<file path="config.mk">
export PLATFORM = sky130hd
export DESIGN_NAME = tdm_demux4
export DESIGN_NICKNAME = d
export VERILOG_FILES = /design/src/rtl/tdm_demux4.sv
export SDC_FILE = /design/constraint.sdc
export NUM_CORES = 1
export LEC_CHECK = 0
export ABC_AREA = 1
export CAP_MARGIN = 40
export CELL_PAD_IN_SITES_DETAIL_PLACEMENT = 1
export CELL_PAD_IN_SITES_GLOBAL_PLACEMENT = 1
export CORE_MARGIN = 1
export CORE_UTILIZATION = 34
export DETAILED_ROUTE_END_ITERATION = 12
export HOLD_SLACK_MARGIN = 0.02
export PLACE_DENSITY_LB_ADDON = 0.1
export SLEW_MARGIN = 20
export SYNTH_ARGS = -nofsm -noshare
export SYNTH_HDL_FRONTEND = slang
export SYNTH_SLANG_ARGS = --single-unit
</file>
<file path="constraint.sdc">
create_clock -name clk -period 1.67 [get_ports clk]
set_input_delay 0.334 -clock clk [delete_from_list [all_inputs] [get_ports clk]]
set_output_delay 0.334 -clock clk [all_outputs]
set_load 0.01 [all_outputs]
</file>
<file path="src/rtl/tdm_demux4.sv">
// tdm_demux4: receive end of a 4-slot TDM link. Tracks slot position from
// the frame marker, gathers four samples into a shadow buffer and presents a
// complete frame on registered channel outputs.
module tdm_demux4 #(
  parameter int WIDTH = 1
) (
  input  logic             clk,
  input  logic             rst_n,
  input  logic [WIDTH-1:0] din,
  input  logic             din_valid,
  input  logic             frame_sync,
  output logic [WIDTH-1:0] y00,
  output logic [WIDTH-1:0] y01,
  output logic [WIDTH-1:0] y10,
  output logic [WIDTH-1:0] y11,
  output logic             s1,
  output logic             s0,
  output logic             locked,
  output logic             frame_valid,
  output logic             sync_err
);

  typedef enum logic {HUNT = 1'b0, RECEIVE = 1'b1} state_t;

  state_t                     state, state_n;
  logic [1:0]                 slot, slot_n;
  logic [3:0][WIDTH-1:0]      shadow;
  logic                       shadow_we;
  logic [1:0]                 shadow_idx;
  logic                       load;
  logic                       err;

  // State, slot counter and shadow storage.
  always_ff @(posedge clk or negedge rst_n) begin
    if (!rst_n) begin
      state  <= HUNT;
      slot   <= 2'd0;
      shadow <= '0;
    end else begin
      state <= state_n;
      slot  <= slot_n;
      if (shadow_we) shadow[shadow_idx] <= din;
    end
  end

  // Framing decisions: only beats (din_valid=1) advance anything.
  always_comb begin
    state_n    = state;
    slot_n     = slot;
    shadow_we  = 1'b0;
    shadow_idx = slot;
    load       = 1'b0;
    err        = 1'b0;
    if (din_valid) begin
      case (state)
        HUNT: begin
          if (frame_sync) begin
            shadow_we  = 1'b1;
            shadow_idx = 2'd0;
            slot_n     = 2'd1;
            state_n    = RECEIVE;
          end
        end
        RECEIVE: begin
          if (slot != 2'd0) begin
            if (frame_sync) begin
              // Early sync: restart the frame; the partial one never loads.
              err        = 1'b1;
              shadow_we  = 1'b1;
              shadow_idx = 2'd0;
              slot_n     = 2'd1;
            end else begin
              shadow_we = 1'b1;
              slot_n    = slot + 2'd1;
              load      = (slot == 2'd3);
            end
          end else begin
            if (frame_sync) begin
              shadow_we  = 1'b1;
              shadow_idx = 2'd0;
              slot_n     = 2'd1;
            end else begin
              // Missing sync: drop the beat and go back to hunting.
              err     = 1'b1;
              slot_n  = 2'd0;
              state_n = HUNT;
            end
          end
        end
        default: state_n = HUNT;
      endcase
    end
  end

  // Registered channel outputs; slot-3 sample bypasses the shadow.
  always_ff @(posedge clk or negedge rst_n) begin
    if (!rst_n) begin
      y00         <= '0;
      y01         <= '0;
      y10         <= '0;
      y11         <= '0;
      frame_valid <= 1'b0;
      sync_err    <= 1'b0;
    end else begin
      frame_valid <= load;
      sync_err    <= err;
      if (load) begin
        y00 <= shadow[0];
        y01 <= shadow[1];
        y10 <= shadow[2];
        y11 <= din;
      end
    end
  end

  assign s1     = slot[1];
  assign s0     = slot[0];
  assign locked = (state == RECEIVE);

endmodule

</file>
# ---- Yosys cells after proc, flatten, opt, wreduce, memory -nomap -nowiden
# Index checks and enable logic that the tools add are counted.
dict set report word_totals {
  register_bits 13
  input_bits 5
  output_inout_bits 9
  word_cells 43
}
dict set report classes {
  n_addsub 1
  n_lt_le_gt_ge 2
  n_eq_ne 2
  muxes 22
  bitwise 1
  n_reduce_logical 3
}
# cell count
set op_table {}
lappend op_table {{1-bit two-way mux} 13}
lappend op_table {{2-bit two-way mux} 5}
lappend op_table {{4-bit bitwise mux} 1}
lappend op_table {{2-bit case mux with 2 select lines} 1}
lappend op_table {{2-bit by 3-bit < comparator with 1-bit output (second input constant)} 1}
lappend op_table {{2-bit by 1-bit adder with 2-bit output (second input constant)} 1}
lappend op_table {{1-bit demux with 2-bit select} 1}
lappend op_table {{2-bit equality test (second input constant)} 1}
lappend op_table {{2-bit by 1-bit >= comparator with 1-bit output (second input constant)} 1}
lappend op_table {{2-bit != test (second input constant)} 1}
lappend op_table {{1-bit case mux with 2 select lines} 1}
lappend op_table {{2-bit AND reduction} 1}
lappend op_table {{2-bit nonzero test} 1}
lappend op_table {{1-bit logical AND} 1}
lappend op_table {{1-bit NOT} 1}

# ---- Depth between registers and ports, before layout
dict set report logic_depth {
  word_depth 7
  mapped_depth 8
  ltp_nobuf 8
}

# ---- Worst setup path before layout
# No wires, ideal clock.
dict set report synth_path {
  path_kind {reg-to-reg}
  from {register slot[1]}
  to {register shadow[1] in the netlist's numbering}
  setup_ns 0.065
  arrival_ns 1.290
  required_time_ns 1.605
  slack_ns 0.315
  path_stages_with_launch 9
  synth_period_minus_slack_ns 1.355
  cell_sequence {dfrtp_1 > inv_1 > ha_1 > ha_1 > nand2_1 > inv_1 > a21oi_2 > nand3_1 > nand2_1}
}
dict set report synth_between {
  elab_chain_cells 7
  word_cells_on_any_way 12
  cone_classes {2 x order compare; 8 x mux; 2 x reduce/logical}
}
# item line
set synth_rtl {}
lappend synth_rtl {{start: declaration} 26} ;# logic [1:0] slot, slot_n;
lappend synth_rtl {{start signal: assignment} 41} ;# slot <= slot_n;
lappend synth_rtl {{2-bit two-way mux} {57, 66, 78}}
lappend synth_rtl {{2-bit two-way mux} 54} ;# if (din_valid) begin
lappend synth_rtl {{2-bit by 3-bit < comparator with 1-bit output (implied by the code) / 2-bit by 1-bit >= comparator with 1-bit output (equally long branches)} 42} ;# if (shadow_we) shadow[shadow_idx] <= din;
lappend synth_rtl {{1-bit logical AND (implied by the code)} 42}
lappend synth_rtl {{1-bit two-way mux (implied by the code)} 42}
lappend synth_rtl {{1-bit demux with 2-bit select} 42}
lappend synth_rtl {{4-bit bitwise mux} 42}
lappend synth_rtl {{end signal: indexed assignment} 42}
lappend synth_rtl {{end: declaration} 27} ;# logic [3:0][WIDTH-1:0] shadow;
# Parallel ways exist; a longest one is shown, timed or not.
# A chain may end at the register's enable or synchronous reset.

# ---- Worst setup path in the final report
dict set report layout_path {
  from {register slot[1]}
  to {output s1}
}
# item line
set layout_lines {}
lappend layout_lines {{end: declaration} 16} ;# output logic s1,
# No word-level cell between the ends.

==> run summary <==
### GRT
* 0 — total congestion overflow after global routing
* 0 — number of antenna violations at the first check in global routing
* 2.132 mm — first-pass GRT wire length
* 13 — pin count of the biggest net entering global routing
* 493 — number of global-route vias before repair
* 15.35% — aggregate global-route resource usage

### Setup path
* sky130_fd_sc_hd__clkdlybuf4s50_1 — crit path max-delay cell type
* primary output — nature of the critical path endpoint
* 1 — number of buffer and inverter stages on the critical path
* buffers and inverters — cell family with the largest share of critical-path delay
* 0.23 ns — Reg2Reg Setup Slack
* 1.25 ns — WP data arrival
* 0.57 ns — biggest cell delay along the critical path
* clkdlybuf4s50_1 — crit-path cells
* reg2out — kind of critical path
* slot[1]$_DFFE_PN0P_ — startpoint of the lowest-slack register-to-register path
* 1.34 ns — critical path data required time
* 8 — depth of the worst register-to-register path
* flop — startpoint types
* 5 — Crit Path Max Fanout
* shadow[1]$_DFFE_PN0P_ — endpoint of the lowest-slack register-to-register path

### Yosys
* 66 — Mapped Cells
* 0 — count of yosys warnings during synthesis
* 583.1 um^2 — post-synthesis cell area
* 51.50% — proportion of synthesized chip area in sequential cells
* 13 — Synth cell types
* 12 — Yosys reg bits
* 75 — Mapped Nets
* 8.834 um^2 — average cell area after synthesis

### STA
* 0 — Final Hold Violating Endpoints
* 64.98% — Max transition margin
* 1.586 ns — post-layout min period
* 0.4094 ns — worst hold margin
* 0 — number of max-slew violations in the final report
* 0 ns — post-route setup TNS
* no — unrepaired setup endpoints after global routing
* 0.5237 ns — transition time at the pin with the least slew margin
* 0.6306 GHz — upper clock frequency limit
* 0.001676 ns — clock skew
* 94.96% — ratio of final minimum period to clock period
* 0.08409 ns — final worst-path setup slack
* 0 — number of setup violations in the final report

### Placement
* 0.6971 — final weighted congestion of routability-driven global placement
* 0.09205 ns — worst setup timing slack at the placement stage
* 910.8 um — DP Wirelength
* 740.7 um^2 — instance area at placement
* 96 — placed instance count
* 13 — number of input and output port buffers inserted

### CTS
* 1 — htree depth
* 0 — Hold-fix buffers, CTS
* 0.26 ns — clock insertion delay at the later pin of the skew report
* 3 — number of CTS-inserted buffers
* sky130_fd_sc_hd__clkbuf_4 — clock tree root buffer cell
* 2 — number of buffers on the longest clock path
* 12 — TritonCTS Sinks
* 0 — number of setup buffers added after CTS
* 0 — post-cts resize count
* 0.08 ns — Clock transition at path regs
* built — CTS tree

### Floorplanning
* 37.40% — starting density of the core
* 14 — I/O Pins
* 43.41 um — horizontal extent of the die
* 14 — cell row count
* 1884 um^2 — area of the die
* 1559 um^2 — area of the core region
* 43.41 um — y dimension of the die

### Layout
* sky130_fd_sc_hd__nand2_1 — commonest non-fill, non-tap cell in the layout
* 777.0 um^2 — summed area of non-filler cells in the final layout
* 184 — fillcell total
* 94 — Nets
* 49.84% — final core utilization
* 15 x sky130_fd_sc_hd__nand2_1, 13 x sky130_fd_sc_hd__clkdlybuf4s50_1, 12 x sky130_fd_sc_hd__dfrtp_1 — most frequent cells in the layout
* 33.26% — synthesis-to-layout area growth
* 13.10% — layout cells sized above 1
* 0 — ANT cells
* 100 — number of standard cells in the layout, taps in and fillers out

### Detailed routing
* 0 — number of nets with antenna violations after routing
* 477 — count of vias placed by the detailed router
* 11.60 um — routed wire length per instance
* 8 — iteration count of the initial detailed-routing pass
* 15 — number of violations reported at the end of detailed-routing iteration 0
* 1.160 mm — total detailed-routing wirelength
* 4.770 — detail-routed via count per cell
* 4 — remaining routing DRC violations

### Run
* 0 — Max-cap violations

### Run status
* finished with violations — outcome
* design-rule violations — violated checks

### Power
* 0.9875 mW — total power draw
* 0.4053 nW — Leakage Power
* 1271 nW/um^2 — ratio of total power to cell area
* 0.0005278 V — worst voltage drop across the vdd grid

### Worst hold path
* in2async — worst min path class

-- layer usage --
metal / wire length [um] / track usage [%] / up-vias
li1: - / - / 247
met1: 598 / 20.80 / 223
met2: 515 / 23.64 / 7
met3: 46 / 4.167 / 0
met4: 0 / 5.625 / 0
met5: 0 / 0 / -
-- area by class of cell --
type / count / area, um^2 / share of cell area (%)
flip-flops and latches: 12 / 300.3 / 38.65
clock buffers: 4 / 36.28 / 4.670
multi-input cells: 43 / 241.5 / 31.08
inverters: 11 / 41.29 / 5.314
repair buffers: 14 / 137.6 / 17.71
well taps: 16 / 20.02 / 2.576
-- sequential cells by signal, summed over array words and instances, names as in the netlist --
name / count
frame_valid: 1
locked: 1
shadow: 3
slot: 2
sync_err: 1
y00: 1
y01: 1
y10: 1
y11: 1
-- cells by family (layout without fill, tap and decap cells) --
kind of cell    Yosys count  count (layout)  synth area share [%]
compound gates            9               9                 9.656
fa+ha+maj                 4               4                 8.584
buf+inv                  11              29                 7.082
flops                    12              12                 51.50
simple gates             30              30                 23.17
-- cell usage after synthesis (all sizes together) --
cell    instances  area share, %
a21oi           1            1.5
dfrtp          12             52
ha              4            8.6
inv            11            7.1
nand2          19             14
nand3           6            5.2
nand4           2            2.1
nor2            3            1.9
o211ai          1            1.3
o21ai           5            4.3
o21bai          2            2.6
-- how the worst max path moves through the flow --
| stage | to | from | slack [ns] | cells after the start |
|---|---|---|---|---|
| after floorplan | shadow[1]$_DFFE_PN0P_ | slot[1]$_DFFE_PN0P_ | 0.31 | 8 |
| after global placement | shadow[2]$_DFFE_PN0P_ | frame_sync | 0.1 | 8 |
| after detailed placement | shadow[1]$_DFFE_PN0P_ | frame_sync | 0.09 | 8 |
| after CTS | s1 | slot[1]$_DFFE_PN0P_ | 0.06 | 1 |
| after global routing | s1 | slot[1]$_DFFE_PN0P_ | 0.008 | 1 |
| final | s1 | slot[1]$_DFFE_PN0P_ | 0.08 | 1 |
-- worst register-to-register path, stage by stage (launching register included) --
cell and delay, ns:
sky130_fd_sc_hd__dfrtp_1 0.42, sky130_fd_sc_hd__inv_1 0.11, sky130_fd_sc_hd__ha_1 0.21, sky130_fd_sc_hd__ha_1 0.17
sky130_fd_sc_hd__nand2_1 0.11, sky130_fd_sc_hd__inv_1 0.06, sky130_fd_sc_hd__a21oi_2 0.14, sky130_fd_sc_hd__nand3_1 0.09
sky130_fd_sc_hd__nand2_1 0.07
-- power by group --
part	switching (mW)	internal, mW	total [mW]
registers	0.0481	0.375	0.423
clock network	0.0967	0.132	0.229
logic	0.165	0.170	0.335
total	0.310	0.678	0.987
(Power assumes the default switching activity.)
